`config.mk`:
```
export PLATFORM = sky130hd
export DESIGN_NAME = mem_access_unit
export DESIGN_NICKNAME = d
export VERILOG_FILES = /design/src/rtl/mem_access_unit.sv
export SDC_FILE = /design/constraint.sdc
export NUM_CORES = 1
export LEC_CHECK = 0
export BUFFER_PORTS_ARGS = -buffer_cell sky130_fd_sc_hd__buf_2
export CAP_MARGIN = 20
export CORE_ASPECT_RATIO = 1.25
export CORE_UTILIZATION = 45
export DETAILED_ROUTE_END_ITERATION = 8
export HOLD_SLACK_MARGIN = 0.12
export PLACE_DENSITY = 0.74
export SLEW_MARGIN = 20
export SYNTH_ARGS = -nofsm -noshare
export SYNTH_HDL_FRONTEND = slang
export SYNTH_SLANG_ARGS = --single-unit
```
`constraint.sdc`:
```
create_clock -name clk_i -period 2.9 [get_ports clk_i]
set_clock_uncertainty 0.1 [all_clocks]
set_input_delay 0.58 -clock clk_i [delete_from_list [all_inputs] [get_ports clk_i]]
set_output_delay 0.58 -clock clk_i [all_outputs]
set_load 0.005 [all_outputs]
```
`src/rtl/mem_access_unit.sv`:
```
// rtl/mem_access_unit.sv - initiator for a single-port synchronous RAM, narrow/wide requests
module mem_access_unit #(
  parameter int RAM_WIDTH    = 16,
  parameter int RAM_SIZE_LOG = 12
) (
  input  logic                      clk_i,
  input  logic                      rst_i,
  input  logic                      req_valid_i,
  output logic                      req_ready_o,
  input  logic                      req_we_i,
  input  logic                      req_wide_i,
  input  logic [RAM_SIZE_LOG-1:0]   req_addr_i,
  input  logic [2*RAM_WIDTH-1:0]    req_data_i,
  output logic                      resp_valid_o,
  output logic [2*RAM_WIDTH-1:0]    resp_data_o,
  output logic [RAM_SIZE_LOG-1:0]   mem_addr_o,
  output logic [RAM_WIDTH-1:0]      mem_data_o,
  output logic                      mem_we_o,
  input  logic [RAM_WIDTH-1:0]      mem_data_i
);

  localparam logic [RAM_SIZE_LOG-1:0] ADDR_ONE = 1;

  // IDLE: waiting; LO: RAM acts on low word; HI: RAM acts on high word; LAST: response
  typedef enum logic [1:0] {IDLE, LO, HI, LAST} state_t;

  state_t                    state_q, state_d;
  logic                      wide_q, wide_d;
  logic                      we_q, we_d;
  logic [RAM_WIDTH-1:0]      hi_data_q, hi_data_d;
  logic [RAM_SIZE_LOG-1:0]   addr_hi_q, addr_hi_d;
  logic [RAM_SIZE_LOG-1:0]   mem_addr_d;
  logic [RAM_WIDTH-1:0]      mem_data_d;
  logic                      mem_we_d;
  logic                      resp_valid_d;
  logic [2*RAM_WIDTH-1:0]    resp_data_d;

  assign req_ready_o = (state_q == IDLE);

  // Next-state and next values of every registered output and latched request field
  always_comb begin
    state_d      = state_q;
    wide_d       = wide_q;
    we_d         = we_q;
    hi_data_d    = hi_data_q;
    addr_hi_d    = addr_hi_q;
    mem_addr_d   = mem_addr_o;
    mem_data_d   = mem_data_o;
    mem_we_d     = mem_we_o;
    resp_valid_d = 1'b0;
    resp_data_d  = resp_data_o;
    case (state_q)
      IDLE: begin
        if (req_valid_i) begin
          mem_addr_d = req_addr_i;
          mem_data_d = req_data_i[RAM_WIDTH-1:0];
          mem_we_d   = req_we_i;
          wide_d     = req_wide_i;
          we_d       = req_we_i;
          hi_data_d  = req_data_i[2*RAM_WIDTH-1:RAM_WIDTH];
          // Wraps naturally at the top of the address space
          addr_hi_d  = req_addr_i + ADDR_ONE;
          state_d    = LO;
        end
      end
      LO: begin
        if (wide_q) begin
          mem_addr_d = addr_hi_q;
          mem_data_d = hi_data_q;
          mem_we_d   = we_q;
          state_d    = HI;
        end else begin
          mem_we_d   = 1'b0;
          state_d    = LAST;
        end
      end
      HI: begin
        // RAM output now holds the low word (read data or write echo)
        resp_data_d[RAM_WIDTH-1:0] = mem_data_i;
        mem_we_d                   = 1'b0;
        state_d                    = LAST;
      end
      LAST: begin
        if (wide_q) begin
          resp_data_d[2*RAM_WIDTH-1:RAM_WIDTH] = mem_data_i;
        end else begin
          resp_data_d = {{RAM_WIDTH{1'b0}}, mem_data_i};
        end
        resp_valid_d = 1'b1;
        state_d      = IDLE;
      end
      default: begin
        mem_we_d = 1'b0;
        state_d  = IDLE;
      end
    endcase
  end

  // FSM state register
  always_ff @(posedge clk_i or posedge rst_i) begin
    if (rst_i) begin
      state_q <= IDLE;
    end else begin
      state_q <= state_d;
    end
  end

  // Request latches and registered RAM/response outputs
  always_ff @(posedge clk_i or posedge rst_i) begin
    if (rst_i) begin
      wide_q       <= 1'b0;
      we_q         <= 1'b0;
      hi_data_q    <= '0;
      addr_hi_q    <= '0;
      mem_addr_o   <= '0;
      mem_data_o   <= '0;
      mem_we_o     <= 1'b0;
      resp_valid_o <= 1'b0;
      resp_data_o  <= '0;
    end else begin
      wide_q       <= wide_d;
      we_q         <= we_d;
      hi_data_q    <= hi_data_d;
      addr_hi_q    <= addr_hi_d;
      mem_addr_o   <= mem_addr_d;
      mem_data_o   <= mem_data_d;
      mem_we_o     <= mem_we_d;
      resp_valid_o <= resp_valid_d;
      resp_data_o  <= resp_data_d;
    end
  end

endmodule

```
==> impl_results.md <==
- Run status: completed
- EDFF count, synth: 0
- Max-slew violations: 0
- Setup TNS: 0 ns
- Setup repair bufs after CTS: 0
- Post-synth cell types: 27
- Initial DRT Pass Iterations: 4
- Vias per cell: 4.99
- CP Depth: 7
- RSZ-0062 raised after global routing: no
- Pre-CTS WS: 0.792 ns
- Worst R2R Start: state_q[1]$_DFFE_PP0P_
- Largest net degree at the start of global routing: 55
- Critical path endpoint: mem_addr_o[10]$_DFFE_PP0P_
- Cell area after layout: ~5100 um^2
- Dpl hpwl: 6360 um
- Drt wl/cell: around 14 um
- CORE AREA: 8800 um^2
- Dpl cell area: a little under 5000 um^2
- Mux contribution to synthesized area: 20.0%
- Crit-path cells: inv_1 -> ha_1 -> buf_4 -> nor2_1 -> nor3_4 -> buf_4 -> mux2_2
- Leak pwr: 0.00247 uW
- DR vias: 3077
- Die Area: 9570 um^2
- Core Rows: 38
- Simple-gate share of the synthesized area: between 10% and 20%
- F_max: approximately 0.47 GHz
- Max_cap viols: 0
- Final layout net count: between 500 and 600
- Worst r2r dst: mem_addr_o[10]$_DFFE_PP0P_
- Drc violations: 0
- Sequential Area: approximately 2400 um^2
- Post-synth ARST share: 100%
- Crit-path max cell delay: around 0.43 ns
- GRT Total Usage: between 10% and 20%
- Initial DRC count: 61
- R2R setup slack: about 0.75 ns
- Worst setup path class: flip-flop to flip-flop
- Chip Width: 87.7 um
- Largest family of logic cells by synthesized area: multiplexers
- Clock Path Buffers: 2
- Fill count: around 750
- Ys flop type: dfrtp_1
- Buffer and inverter count on the worst path: 3
- Final Hold Fails: 0
- Nature of the critical path startpoint: flip-flop
- Slew at the pin closest to its max-slew limit: approximately 0.87 ns
- Critical path startpoint: state_q[1]$_DFFE_PP0P_
- Post-route insts no fill: slightly above 600
- Worst relative slew slack: a little over two fifths
- Yosys top cell area share: between 50% and 60%
- Sink Count: 94
- GP Congestion: between 0.7 and 0.8
- H-tree lvl count: 3
- Die extent in y: approximately 110 um
- Placed insts: about 600
- XOR/XNOR Fraction of Synth Area: 0.636%
- Most frequent cell after synthesis: dfrtp_1
- Port Buffers: roughly 130
- I/O pin cnt: between 100 and 150
- Final Cycle Share: 74.0%
- Avg Cell Area, Syn: between 10 and 15 um^2
- Sequential area share after synthesis: between 50% and 60%
- CP Capture Type: flip-flop
- Setup WS post-layout: between 0.7 and 0.8 ns
- Post-CTS Resized: 0
- Share of cells above drive strength 1: between 40% and 50%
- Cell taking the most area after synthesis: dfrtp_1
- Clock Latency Late Sink: around 0.35 ns
- Vias in the first global route: approximately 3100
- Adder-Cell Fraction of Synth Area: approximately 1.5%
- Footprint of the multi-input gates: around 1600 um^2
- Syn nets: roughly 430
- Peak VDD IR: ~520 uV
- Slowest CP cell: dfrtp_1
- FF+latch count, synth: 94
- Post-DRT Antenna Nets: 0
- Drt total wl: 8900 um
- WP data arrival: around 2.3 ns
- Synth cell count leaders: dfrtp_1 (94), nand2_1 (81), mux2_2 (71)
- Layout Area Growth over Synthesis: 23.5%
- Fin crit period: roughly 2.1 ns
- Total power draw: approximately 5600 uW
- Synth Instances: 362
- Total number of yosys warnings: 0
- Req. time, crit path: 3.04 ns
- Most used cell, CP: buf_4
- Starting Density: between 40% and 50%
- Diodes inserted: 0
- Hold Buf Count CTS: 0
- Synth Area in Compound Gates: 5.63%
- PwrDens: ~1100 nW/um^2
- Synth Cell Area: roughly 4100 um^2
- R2R cell count: 7
- Tightest Hold Check Type: primary input to asynchronous set/reset pin
- Largest delay share family, worst path: buffers and inverters
- Clk slew on worst S/H paths: approximately 0.080 ns
- Crit Path Max Fanout: 15
- CTS Buf Count: 9
- Remaining Overflow, GRT: 0
- Top area cells in the synthesized netlist: dfrtp_1 (57%), mux2_2 (19%), nand2_1 (7.4%)
- Antenna violations before repair: 0
- Root Buffer: clkbuf_8
- CTS tree: built
- Endpoints failing setup: 0
- Global-route wire length before repair: between 10000 and 15000 um
==> cells by family after synthesis <==
| kind of cell | count (synthesis) |
|---|---|
| AND/OR/NAND/NOR | 109 |
| flip-flops | 94 |
| adder cells (fa/ha/maj) | 5 |
| XOR/XNOR | 3 |
| AO/OA/AOI/OAI | 42 |
| buffers and inverters | 36 |
| multiplexers | 73 |
==> where the power goes <==
group          switching (uW)  internal [uW]  leakage, uW  total (uW)
clock                     411            420    0.0000908         831
combinational            1120           1310      0.00124        2430
sequential                324           1980      0.00114        2310
==> layout make-up <==
class | count | share of cell area, %
flip-flops and latches | 94 | 46.1
multi-input cells | 232 | 31.8
repair buffers | 136 | 14.0
clock buffers | 14 | 2.99
well taps | 120 | 2.94
inverters | 20 | 1.55
clock inverters | 1 | 0.589
==> per-stage QoR <==
step / hold slack, ns / util (%)
3_5_place_dp: 0.358 / 55.9
6_report: 0.268 / 58.0
3_3_place_gp: 0.353 / 55.9
2_1_floorplan: 0.340 / -
5_1_grt: 0.307 / 58.0
4_1_cts: 0.286 / 58.0
==> cell usage in the layout, fill, tap and decap left out, drive strengths merged, types with 3 or more instances in the layout <==
cell type | Yosys | layout
or3 | 4 | 4
nor2 | 8 | 8
clkbuf | 10 | 14
a31oi | 7 | 7
nand2 | 81 | 81
buf | 6 | 136
nand3 | 4 | 4
inv | 20 | 19
nor2b | 3 | 3
ha | 5 | 5
or4 | 3 | 3
o31ai | 4 | 4
mux2 | 72 | 72
dfrtp | 94 | 94
o21ai | 30 | 30
==> metal layers <==
metal  GRT usage (%)  routed length, um
met2            34.5               4590
met3            4.24                483
met4            8.31                138
met1            23.2               3690
met5               0                  0
==> state kept, by name, summed over array words and instances (netlist names) <==
register / cells
addr_hi_q: 12
hi_data_q: 16
mem_addr_o: 12
mem_data_o: 16
mem_we_o: 1
resp_data_o: 32
resp_valid_o: 1
state_q: 2
we_q: 1
wide_q: 1
==> worst register-to-register path, cell delays in order, from the launching register on <==
cell     delay, ns
dfrtp_1       0.43
inv_1         0.12
ha_1          0.19
buf_4         0.25
nor2_1        0.11
nor3_4        0.20
buf_4         0.27
mux2_2        0.36
==> worst min path at each step <==
stage	to	slack (ns)
after detailed placement	hi_data_q[2]$_DFFE_PP0P_	0.36
after floorplan	hi_data_q[0]$_DFFE_PP0P_	0.34
after global placement	addr_hi_q[1]$_DFFE_PP0P_	0.35
after CTS	mem_addr_o[8]$_DFFE_PP0P_	0.29
final	addr_hi_q[4]$_DFFE_PP0P_	0.27
after global routing	hi_data_q[10]$_DFFE_PP0P_	0.31
(Power assumes the default switching activity.)
